[src/rtl/mbscore_rf_gen2_if.sv]
// Register-file bus for mbscore_rf_gen2: read, write, SPR and interrupt signals.
// The master drives addresses and write data. The slave returns read data and interrupt status.
interface mbscore_rf_gen2_if #(
    parameter int DATA_W  = 32,
    parameter int NUM_GPR = 32,
    parameter int NUM_SPR = 8
);
    localparam int GA = $clog2(NUM_GPR);
    localparam int SA = $clog2(NUM_SPR);

    logic [GA-1:0]     rs_addr, rt_addr, alu_addr, mem_addr;
    logic [SA-1:0]     spr_rd_addr, spr_wr_addr;
    logic              alu_we, lui, link_we, mem_we, spr_we, intr_req, eret;
    logic [DATA_W-1:0] alu_data, pc_in, mem_data, spr_wdata, spr_mask;
    logic [DATA_W-1:0] rs_data, rt_data, spr_data, epc;
    logic              int_dis, intr_ack;

    modport master (
        output rs_addr, rt_addr, spr_rd_addr, alu_we, alu_addr, alu_data, lui, link_we,
               pc_in, mem_we, mem_addr, mem_data, spr_we, spr_wr_addr, spr_wdata,
               spr_mask, intr_req, eret,
        input  rs_data, rt_data, spr_data, epc, int_dis, intr_ack
    );
    modport slave (
        input  rs_addr, rt_addr, spr_rd_addr, alu_we, alu_addr, alu_data, lui, link_we,
               pc_in, mem_we, mem_addr, mem_data, spr_we, spr_wr_addr, spr_wdata,
               spr_mask, intr_req, eret,
        output rs_data, rt_data, spr_data, epc, int_dis, intr_ack
    );
endinterface

[src/rtl/mbscore_rf_gen2.sv]
// MBScore gen2 register file: a GPR bank with two read ports and ALU/memory writes, plus an SPR bank
// that holds hardware interrupt entry and ERET state.
module mbscore_rf_gen2 #(
    parameter int DATA_W   = 32,
    parameter int NUM_GPR  = 32,
    parameter int NUM_SPR  = 8,
    parameter int LINK_REG = 31,
    parameter int PC_INC   = 4,
    parameter int EPC_IDX  = 0,
    parameter int STAT_IDX = 1
) (
    input  logic                 clk,
    input  logic                 rst,
    mbscore_rf_gen2_if.slave     bus
);
    localparam int GA = $clog2(NUM_GPR);
    localparam int SA = $clog2(NUM_SPR);
    localparam logic [GA-1:0] LINK_A = GA'(LINK_REG);
    localparam logic [SA-1:0] EPC_A  = SA'(EPC_IDX);
    localparam logic [SA-1:0] STAT_A = SA'(STAT_IDX);

    logic [DATA_W-1:0] gpr_q [NUM_GPR];
    logic [DATA_W-1:0] gpr_d [NUM_GPR];
    logic [DATA_W-1:0] spr_q [NUM_SPR];
    logic [DATA_W-1:0] spr_d [NUM_SPR];
    logic [GA-1:0]     rs_q, rs_d, rt_q, rt_d;
    logic [SA-1:0]     spr_rd_q, spr_rd_d;
    logic              intr_ack_q, intr_ack_d;

    logic              alu_wr, take;
    logic [GA-1:0]     alu_wa;
    logic [DATA_W-1:0] alu_wd;

    always_comb begin
        rs_d     = bus.rs_addr;
        rt_d     = bus.rt_addr;
        spr_rd_d = bus.spr_rd_addr;

        alu_wr = bus.link_we | bus.alu_we;
        alu_wa = bus.link_we ? LINK_A : bus.alu_addr;
        if (bus.link_we)  alu_wd = bus.pc_in + DATA_W'(PC_INC);
        else if (bus.lui) alu_wd = bus.alu_data << (DATA_W/2);
        else              alu_wd = bus.alu_data;

        // The memory write is applied last, so it wins a same-address collision with the ALU write.
        gpr_d = gpr_q;
        if (alu_wr)     gpr_d[alu_wa] = alu_wd;
        if (bus.mem_we) gpr_d[bus.mem_addr] = bus.mem_data;
        gpr_d[0] = '0;

        // An ERET in the same cycle blocks interrupt entry.
        take       = bus.intr_req & ~spr_q[STAT_A][0] & ~bus.eret;
        intr_ack_d = take;

        // Hardware updates are applied after the masked write, so they win only on the bits they touch.
        spr_d = spr_q;
        if (bus.spr_we)
            spr_d[bus.spr_wr_addr] = (bus.spr_wdata & bus.spr_mask) |
                                     (spr_q[bus.spr_wr_addr] & ~bus.spr_mask);
        if (take) begin
            spr_d[EPC_A]     = bus.pc_in;
            spr_d[STAT_A][0] = 1'b1;
        end
        if (bus.eret) spr_d[STAT_A][0] = 1'b0;
    end

    always_ff @(posedge clk) begin
        if (rst) begin
            for (int i = 0; i < NUM_GPR; i++) gpr_q[i] <= '0;
            for (int i = 0; i < NUM_SPR; i++) spr_q[i] <= '0;
            rs_q       <= '0;
            rt_q       <= '0;
            spr_rd_q   <= '0;
            intr_ack_q <= 1'b0;
        end else begin
            gpr_q      <= gpr_d;
            spr_q      <= spr_d;
            rs_q       <= rs_d;
            rt_q       <= rt_d;
            spr_rd_q   <= spr_rd_d;
            intr_ack_q <= intr_ack_d;
        end
    end

    // Reads come from the next-state arrays, so a pending write is bypassed to the outputs.
    assign bus.rs_data  = (rs_q == '0) ? '0 : gpr_d[rs_q];
    assign bus.rt_data  = (rt_q == '0) ? '0 : gpr_d[rt_q];
    assign bus.spr_data = spr_d[spr_rd_q];
    assign bus.epc      = spr_q[EPC_A];
    assign bus.int_dis  = spr_q[STAT_A][0];
    assign bus.intr_ack = intr_ack_q;
endmodule

[src/flat_wrapper.sv]
// flat-port wrapper written by rule: the top's interface ports become plain ports
module mbscore_rf_gen2_flat 
#(
    parameter int DATA_W   = 32,
    parameter int NUM_GPR  = 32,
    parameter int NUM_SPR  = 8,
    parameter int LINK_REG = 31,
    parameter int PC_INC   = 4,
    parameter int EPC_IDX  = 0,
    parameter int STAT_IDX = 1
)
  (clk, rst, bus_rs_addr, bus_rt_addr, bus_spr_rd_addr, bus_alu_we, bus_alu_addr, bus_alu_data, bus_lui, bus_link_we, bus_pc_in, bus_mem_we, bus_mem_addr, bus_mem_data, bus_spr_we, bus_spr_wr_addr, bus_spr_wdata, bus_spr_mask, bus_intr_req, bus_eret, bus_rs_data, bus_rt_data, bus_spr_data, bus_epc, bus_int_dis, bus_intr_ack);
  mbscore_rf_gen2_if #(.DATA_W(DATA_W), .NUM_GPR(NUM_GPR), .NUM_SPR(NUM_SPR)) bus_i ();
  input  logic clk;
  input  logic rst;
  input wire logic [$bits(bus_i.rs_addr)-1:0] bus_rs_addr;
  input wire logic [$bits(bus_i.rt_addr)-1:0] bus_rt_addr;
  input wire logic [$bits(bus_i.spr_rd_addr)-1:0] bus_spr_rd_addr;
  input wire logic [$bits(bus_i.alu_we)-1:0] bus_alu_we;
  input wire logic [$bits(bus_i.alu_addr)-1:0] bus_alu_addr;
  input wire logic [$bits(bus_i.alu_data)-1:0] bus_alu_data;
  input wire logic [$bits(bus_i.lui)-1:0] bus_lui;
  input wire logic [$bits(bus_i.link_we)-1:0] bus_link_we;
  input wire logic [$bits(bus_i.pc_in)-1:0] bus_pc_in;
  input wire logic [$bits(bus_i.mem_we)-1:0] bus_mem_we;
  input wire logic [$bits(bus_i.mem_addr)-1:0] bus_mem_addr;
  input wire logic [$bits(bus_i.mem_data)-1:0] bus_mem_data;
  input wire logic [$bits(bus_i.spr_we)-1:0] bus_spr_we;
  input wire logic [$bits(bus_i.spr_wr_addr)-1:0] bus_spr_wr_addr;
  input wire logic [$bits(bus_i.spr_wdata)-1:0] bus_spr_wdata;
  input wire logic [$bits(bus_i.spr_mask)-1:0] bus_spr_mask;
  input wire logic [$bits(bus_i.intr_req)-1:0] bus_intr_req;
  input wire logic [$bits(bus_i.eret)-1:0] bus_eret;
  output wire logic [$bits(bus_i.rs_data)-1:0] bus_rs_data;
  output wire logic [$bits(bus_i.rt_data)-1:0] bus_rt_data;
  output wire logic [$bits(bus_i.spr_data)-1:0] bus_spr_data;
  output wire logic [$bits(bus_i.epc)-1:0] bus_epc;
  output wire logic [$bits(bus_i.int_dis)-1:0] bus_int_dis;
  output wire logic [$bits(bus_i.intr_ack)-1:0] bus_intr_ack;
  assign bus_i.rs_addr = bus_rs_addr;
  assign bus_i.rt_addr = bus_rt_addr;
  assign bus_i.spr_rd_addr = bus_spr_rd_addr;
  assign bus_i.alu_we = bus_alu_we;
  assign bus_i.alu_addr = bus_alu_addr;
  assign bus_i.alu_data = bus_alu_data;
  assign bus_i.lui = bus_lui;
  assign bus_i.link_we = bus_link_we;
  assign bus_i.pc_in = bus_pc_in;
  assign bus_i.mem_we = bus_mem_we;
  assign bus_i.mem_addr = bus_mem_addr;
  assign bus_i.mem_data = bus_mem_data;
  assign bus_i.spr_we = bus_spr_we;
  assign bus_i.spr_wr_addr = bus_spr_wr_addr;
  assign bus_i.spr_wdata = bus_spr_wdata;
  assign bus_i.spr_mask = bus_spr_mask;
  assign bus_i.intr_req = bus_intr_req;
  assign bus_i.eret = bus_eret;
  assign bus_rs_data = bus_i.rs_data;
  assign bus_rt_data = bus_i.rt_data;
  assign bus_spr_data = bus_i.spr_data;
  assign bus_epc = bus_i.epc;
  assign bus_int_dis = bus_i.int_dis;
  assign bus_intr_ack = bus_i.intr_ack;
  mbscore_rf_gen2 #(.DATA_W(DATA_W), .NUM_GPR(NUM_GPR), .NUM_SPR(NUM_SPR), .LINK_REG(LINK_REG), .PC_INC(PC_INC), .EPC_IDX(EPC_IDX), .STAT_IDX(STAT_IDX)) u_core (.clk(clk), .rst(rst), .bus(bus_i));
endmodule
[config.mk]
export PLATFORM = sky130hd
export DESIGN_NAME = mbscore_rf_gen2_flat
export DESIGN_NICKNAME = d
export VERILOG_FILES = /design/src/rtl/mbscore_rf_gen2_if.sv /design/src/rtl/mbscore_rf_gen2.sv /design/src/flat_wrapper.sv
export SDC_FILE = /design/constraint.sdc
export NUM_CORES = 2
export LEC_CHECK = 0
export ABC_AREA = 1
export CAP_MARGIN = 40
export CELL_PAD_IN_SITES_DETAIL_PLACEMENT = 1
export CELL_PAD_IN_SITES_GLOBAL_PLACEMENT = 2
export CORE_MARGIN = 8
export CORE_UTILIZATION = 25
export CTS_CLUSTER_DIAMETER = 150
export DETAILED_ROUTE_END_ITERATION = 10
export MAX_ROUTING_LAYER = met4
export PLACE_DENSITY_LB_ADDON = 0.1
export SLEW_MARGIN = 20
export SYNTH_ARGS = -nofsm -noshare
export SYNTH_HDL_FRONTEND = slang
export SYNTH_SLANG_ARGS = --single-unit
[constraint.sdc]
create_clock -name clk -period 2.8 [get_ports clk]
set_clock_uncertainty 0.1 [all_clocks]
set_input_delay 0.28 -clock clk [delete_from_list [all_inputs] [get_ports clk]]
set_output_delay 0.28 -clock clk [all_outputs]
set_load 0.01 [all_outputs]
# [Yosys cells after proc, flatten, opt, wreduce, memory -nomap -nowiden]
# Index checks and enable logic that the tools add are counted.
[totals] out_inout_bits=130 register_bits=1262 elab_cells=105 input_bits=195
[classes] magnitude_cmp=9 n_reduce_logical=5 bitwise=15 add_sub_neg=1 mux=32
[op_table] cell="$bwmux W1024" count=2
[op_table] cell="$mux W1024" count=1
[op_table] cell="$mux W992" count=1
[op_table] cell="$mux W32" count=16
[op_table] cell="$bmux W32 S5" count=2
[op_table] cell="$demux W32 S5" count=2
[op_table] cell="$bwmux W256" count=1
[op_table] cell="$mux W256" count=1
[op_table] cell="$bmux W32 S3" count=2
[op_table] cell="$demux W32 S3" count=1
[op_table] cell="$and A32 B32 Y32" count=2
[op_table] cell="$add A32 B3 Y32 const B" count=1
[op_table] cell="$not A32 Y32" count=1
[op_table] cell="$or A32 B32 Y32" count=1
[op_table] cell="$ge A6 B6 Y1 const B" count=4
[op_table] cell="$not A5 Y6" count=4
[op_table] cell="$lt A6 B1 Y1 const B" count=2
[op_table] cell="$logic_not A5 Y1" count=2
[op_table] cell="$ge A4 B4 Y1 const B" count=2
[op_table] cell="$not A3 Y4" count=2
[op_table] cell="$mux W5" count=1
[op_table] cell="$lt A4 B1 Y1 const B" count=1
[op_table] cell="$logic_and A1 B1 Y1" count=3
[op_table] cell="$and A1 B1 Y1" count=2
[op_table] cell="3 further kinds" count=5

# [Longest topological paths before layout]
[depth] depth_word=14 ltp_mapped=22 depth_no_buf=21

# [Least setup slack after synthesis]
# Ideal clock, no wire load.
[synth_path] path_kind="input -> output" startpoint="input bus_pc_in[2]" endpoint="output bus_rt_data[18]" arrival_ns=2.189 t_required_ns=2.420 setup_slack_ns=0.231 path_buffers=1 cell_stages=18 path_cell_list="ha_1 -> nand2_1 -> nor2_1 -> nand2_1 -> nor2_1 -> xor2_1 -> nand2_2 -> nand2_1 -> clkbuf_1 -> o21ai_0 -> nand3_1 -> nand3_1 -> nand2_1 -> nand3_1 -> nand2_1 -> nand2_1 -> nand2_1 -> inv_1"
[synth_via] elab_chain_len=10
[synth_lines] element="start, declared" line="flat_wrapper.sv:24" rtl="input wire logic [$bits(bus_i.pc_in)-1:0] bus_pc_in;"
[synth_lines] element="$add A32 B3 Y32 (*)" line="mbscore_rf_gen2.sv:41" rtl="if (bus.link_we) alu_wd = bus.pc_in + DATA_W'(PC_INC);"
[synth_lines] element="$mux W32 (*)" line="mbscore_rf_gen2.sv:41"
[synth_lines] element="$bwmux W1024 (*)" line="mbscore_rf_gen2.sv:47" rtl="if (alu_wr) gpr_d[alu_wa] = alu_wd;"
[synth_lines] element="$mux W1024 (*)" line="mbscore_rf_gen2.sv:47"
[synth_lines] element="$bwmux W1024" line="mbscore_rf_gen2.sv:48" rtl="if (bus.mem_we) gpr_d[bus.mem_addr] = bus.mem_data;"
[synth_lines] element="$mux W992 (*)" line="mbscore_rf_gen2.sv:48"
[synth_lines] element="$bmux W32 S5 (*)" line="mbscore_rf_gen2.sv:87" rtl="assign bus.rt_data = (rt_q == '0) ? '0 : gpr_d[rt_q];"
[synth_lines] element="$mux W32 (not written as such) (*) (2 in a row)" line="mbscore_rf_gen2.sv:87"
[synth_lines] element="$mux W32 (*)" line="mbscore_rf_gen2.sv:87"
[synth_lines] element="end, declared" line="flat_wrapper.sv:35" rtl="output wire logic [$bits(bus_i.rt_data)-1:0] bus_rt_data;"
# Every way passes the cells marked *; elsewhere a longest branch is shown, timed or not. The select of a mux whose other input is x is not followed.

# [Worst setup path in the final report]
[layout_path] startpoint="register u_core.rt_q[0]" endpoint="output bus_rt_data[21]"
[layout_via] elab_chain_len=5 word_cells_on_any_way=6 classes_between="mux (4); bitwise (1); reduce/logical (1)"
[layout_lines] element="start, declared" line="mbscore_rf_gen2.sv:26" rtl="logic [GA-1:0] rs_q, rs_d, rt_q, rt_d;"
[layout_lines] element="start signal, assigned" line="mbscore_rf_gen2.sv:79" rtl="rt_q <= rt_d;"
[layout_lines] element="$not A5 Y6 (not written as such)" line="mbscore_rf_gen2.sv:87"
[layout_lines] element="$bmux W32 S5" line="mbscore_rf_gen2.sv:87"
[layout_lines] element="$mux W32 (not written as such) (2 in a row)" line="mbscore_rf_gen2.sv:87"
[layout_lines] element="$mux W32 (*)" line="mbscore_rf_gen2.sv:87"
# Marked as above.

==> flow_metrics.env <==
export IMPL_status="finished with violations"
export IMPL_violations="setup timing"
export IMPL_min_period_ns=3.61
export IMPL_grt_max_degree=141
export IMPL_port_buffers=324
export IMPL_dieArea_sq_um=339000
export IMPL_worstMarginPinSlew_ns=1.09
export IMPL_ys_types=45
export IMPL_grt_pass1_wl_um=984000
export IMPL_multi_input_area_sq_um=54900
export IMPL_globalRouteOverflowTotal=0
export IMPL_synth_edff_count=0
export IMPL_maxCapViolations=0
export IMPL_placed_cells=20013
export IMPL_final_cell_mix="2,869 x nand2_1, 2,662 x buf_4, 1,722 x nor2_1"
export IMPL_syn_nets=13859
export IMPL_die_w_um=582
export IMPL_arrival_ns=3.23
export IMPL_cts_buffer_depth=4
export IMPL_synth_top_area_share_pct=31.5
export IMPL_worstPathRequired_ns=2.42
export IMPL_ys_ff_latch=1262
export IMPL_leakage_nw=57.8
export IMPL_register_area_sq_um=25400
export IMPL_startpoint_type="register"
export IMPL_drt_total_wl_um=753000
export IMPL_tritoncts="yes"
export IMPL_async_flop_share_pct=0
export IMPL_synth_simple_area_share_pct=37.7
export IMPL_p_seq_share_pct=30.9
export IMPL_ir_worst_vdd_uv=426
export IMPL_r2r_cells=20
export IMPL_grt_pass1_vias=118361
export IMPL_power_density_nw_per_um2=438
export IMPL_ioPinCount=325
export IMPL_rr_startpoint="u_core.gpr_q[498]"
export IMPL_critical_path_class="reg2out"
export IMPL_rows=208
export IMPL_antenna_left=0
export IMPL_fill_cells=39304
export IMPL_hold_viol=0
export IMPL_clkSlewWorstSetupHoldPaths_ns=0.06
export IMPL_synth_xor_area_share_pct=0.0765
export IMPL_worstPathMaxFanout=8
export IMPL_cp_end_kind="primary output"
export IMPL_die_h_um=582
export IMPL_rrSetupSlack_ns=0.08
export IMPL_synth_compound_area_share_pct=22.0
export IMPL_rsz0062_at_grt="yes"
export IMPL_drt_iter0_markers=15190
export IMPL_slew_headroom_pct=27.3
export IMPL_whs_endpoint="u_core.bus.epc[12]"
export IMPL_place_congestion=1.01
export IMPL_finalNonFillerCells=21057
export IMPL_ys_warn_count=0
export IMPL_drc=0
export IMPL_firstDrtPassIters=6
export IMPL_power_share_clock_pct=42.1
export IMPL_initial_core_util_pct=25.0
export IMPL_synthToLayoutAreaGrowth_pct=71.0
export IMPL_synth_top_family_by_area="simple AND/OR/NAND/NOR gates"
export IMPL_holdWs_ns=0.0137
export IMPL_drv_slew=0
export IMPL_intPower_mw=39.1
export IMPL_vias=122690
export IMPL_hp_class="in2reg"
export IMPL_wl_per_cell_um=35.8
export IMPL_placed_cell_area_sq_um=114000
export IMPL_synthesis_area_sq_um=80200
export IMPL_insertion_delay_ns=0.95
export IMPL_antenna_found_initial=87
export IMPL_synth_area_leaders="dfxtp_1 32%, nand2_1 15%, nand3_1 12%, nor2_1 9.1%, o21ai_0 9.1%"
export IMPL_netlist_instances=13663
export IMPL_ys_seq_area_share_pct=31.5
export IMPL_clkSinkCount=1262
export IMPL_cp_startpoint="u_core.rt_q[0]"
export IMPL_yosys_area_top_type="dfxtp_1"
export IMPL_vias_per_cell=5.83
export IMPL_synthMuxAreaShare_pct=0.0250
export IMPL_root_buffer="clkbuf_16"
export IMPL_final_common_cell="nand2_1"
export IMPL_finalSetupViolCount=99
export IMPL_combPwrFrac_pct=27.0
export IMPL_drive_above_1_share_pct=33.7
export IMPL_p_sw_share_pct=34.8
export IMPL_synth_ff_type="dfxtp_1"
export IMPL_setup_ws_ns=-0.810
export IMPL_finalNetCount=16862
export IMPL_dp_hpwl_um=522000
export IMPL_switching_power_mw=20.9
export IMPL_timing_final_crit_share_pct=129
export IMPL_whs_path_depth=6
export IMPL_hold_start="bus_pc_in[12]"
export IMPL_max_freq_mhz=277
export IMPL_avgSynthCellArea_sq_um=5.87
export IMPL_design_core_area_sq_um=320000
export IMPL_fin_area_sq_um=137000
export IMPL_synthAdderAreaFrac_pct=0.0156
export IMPL_postLayoutCoreUtil_pct=42.8
export IMPL_r2r_end="u_core.gpr_q[498]"
export IMPL_cts_buffers=184
export IMPL_grt_usage_pct=42.1
export IMPL_cts_htree_levels=4
-- critical path: stages, from the launching register on --
cell and delay, ns:
dfxtp_4 0.50, buf_6 0.16, nor2_4 0.06, buf_6 0.14, buf_16 0.16, buf_16 0.20, buf_12 0.14, clkbuf_16 0.16
a21oi_2 0.18, o21ai_1 0.10, nand3_1 0.09, nand3_1 0.09, nand2_2 0.10, buf_2 0.15
-- repair_timing --
| action | in CTS | in global routing |
|---|---|---|
| buffers inserted | 373 | 252 |
| gates resized for setup | 1956 | 1622 |
| endpoints found under the hold margin | 389 | 0 |
| gates cloned | 37 | 45 |
| pin swaps | 350 | 539 |
| setup endpoints to repair | 112 | 100 |
| hold buffers | 23 | 0 |
-- cells by family after synthesis --
| logic type | count (synthesis) |
|---|---|
| flip-flops | 1262 |
| AND/OR/NAND/NOR | 7257 |
| multiplexers | 2 |
| adder cells (fa/ha/maj) | 1 |
| buffers and inverters | 1796 |
| XOR/XNOR | 7 |
| AO/OA/AOI/OAI | 3338 |
-- sequential cells by signal, summed over array words and instances, names as in the netlist --
name,count
u_core.bus.epc,32
u_core.spr_q,223
u_core.bus.int_dis,1
u_core.spr_rd_q,3
u_core.rs_q,5
u_core.rt_q,5
u_core.bus.intr_ack,1
u_core.gpr_q,992
-- stage by stage --
stage	TNS (ns)	setup WS, ns	total power, mW
floorplan	0	0.231	23.7
global placement	-307.63	-2.27	31.8
detailed placement	-329.89	-2.36	31.9
CTS	-67.71	-0.762	58.3
global route	-64.37	-0.804	61.2
finish	-59.60	-0.810	60.0
-- layout make-up --
type / instances / share of cell area, %
Inverter: 578 / 1.79
Sequential cell: 1262 / 18.5
Antenna cell: 52 / 0.0950
Timing Repair Buffer: 4035 / 31.2
Clock inverter: 37 / 0.365
Tap cell: 4200 / 3.84
Multi-Input combinational cell: 10605 / 40.1
Clock buffer: 288 / 4.12
-- power by group through the flow --
stage / sequential, mW / clock, mW / combinational [mW]
finish: 18.6 / 25.3 / 16.2
global route: 18.6 / 26.1 / 16.6
CTS: 18.6 / 25.5 / 14.3
detailed placement: 19.0 / 0 / 13.0
global placement: 18.9 / 0 / 12.9
floorplan: 18.9 / 0 / 4.89
-- synth_stat cells, types with 16 or more instances --
library cell	number
a21oi_1	1422
a22oi_1	26
a31oi_1	17
buf_1	164
buf_2	110
buf_4	34
clkbuf_1	910
clkinv_1	16
dfxtp_1	1262
inv_1	535
inv_2	27
nand2_1	3170
nand3_1	1955
nand4_1	133
nor2_1	1937
nor2_2	30
o211ai_1	190
o21a_1	79
o21ai_0	1451
o21ai_1	98
o22ai_1	30
-- routing by layer --
| layer | global-route usage (%) | wire length [um] | up-vias |
|---|---|---|---|
| li1 | - | - | 51846 |
| met1 | 54.0 | 308000 | 61666 |
| met2 | 60.3 | 309000 | 7014 |
| met3 | 9.20 | 75600 | 2164 |
| met4 | 25.1 | 60400 | 0 |
| met5 | - | 0 | - |
-- worst max-delay path by stage --
stage	slack, ns	end	depth (start not counted)
after floorplan	0.23	bus_rt_data[18]	18
after global placement	-2.27	bus_rt_data[18]	23
after detailed placement	-2.36	bus_rt_data[18]	23
after CTS	-0.76	bus_rs_data[6]	13
after global routing	-0.80	bus_rt_data[25]	15
final	-0.81	bus_rt_data[21]	13
Note: power is estimated with default switching activity, not from simulation.
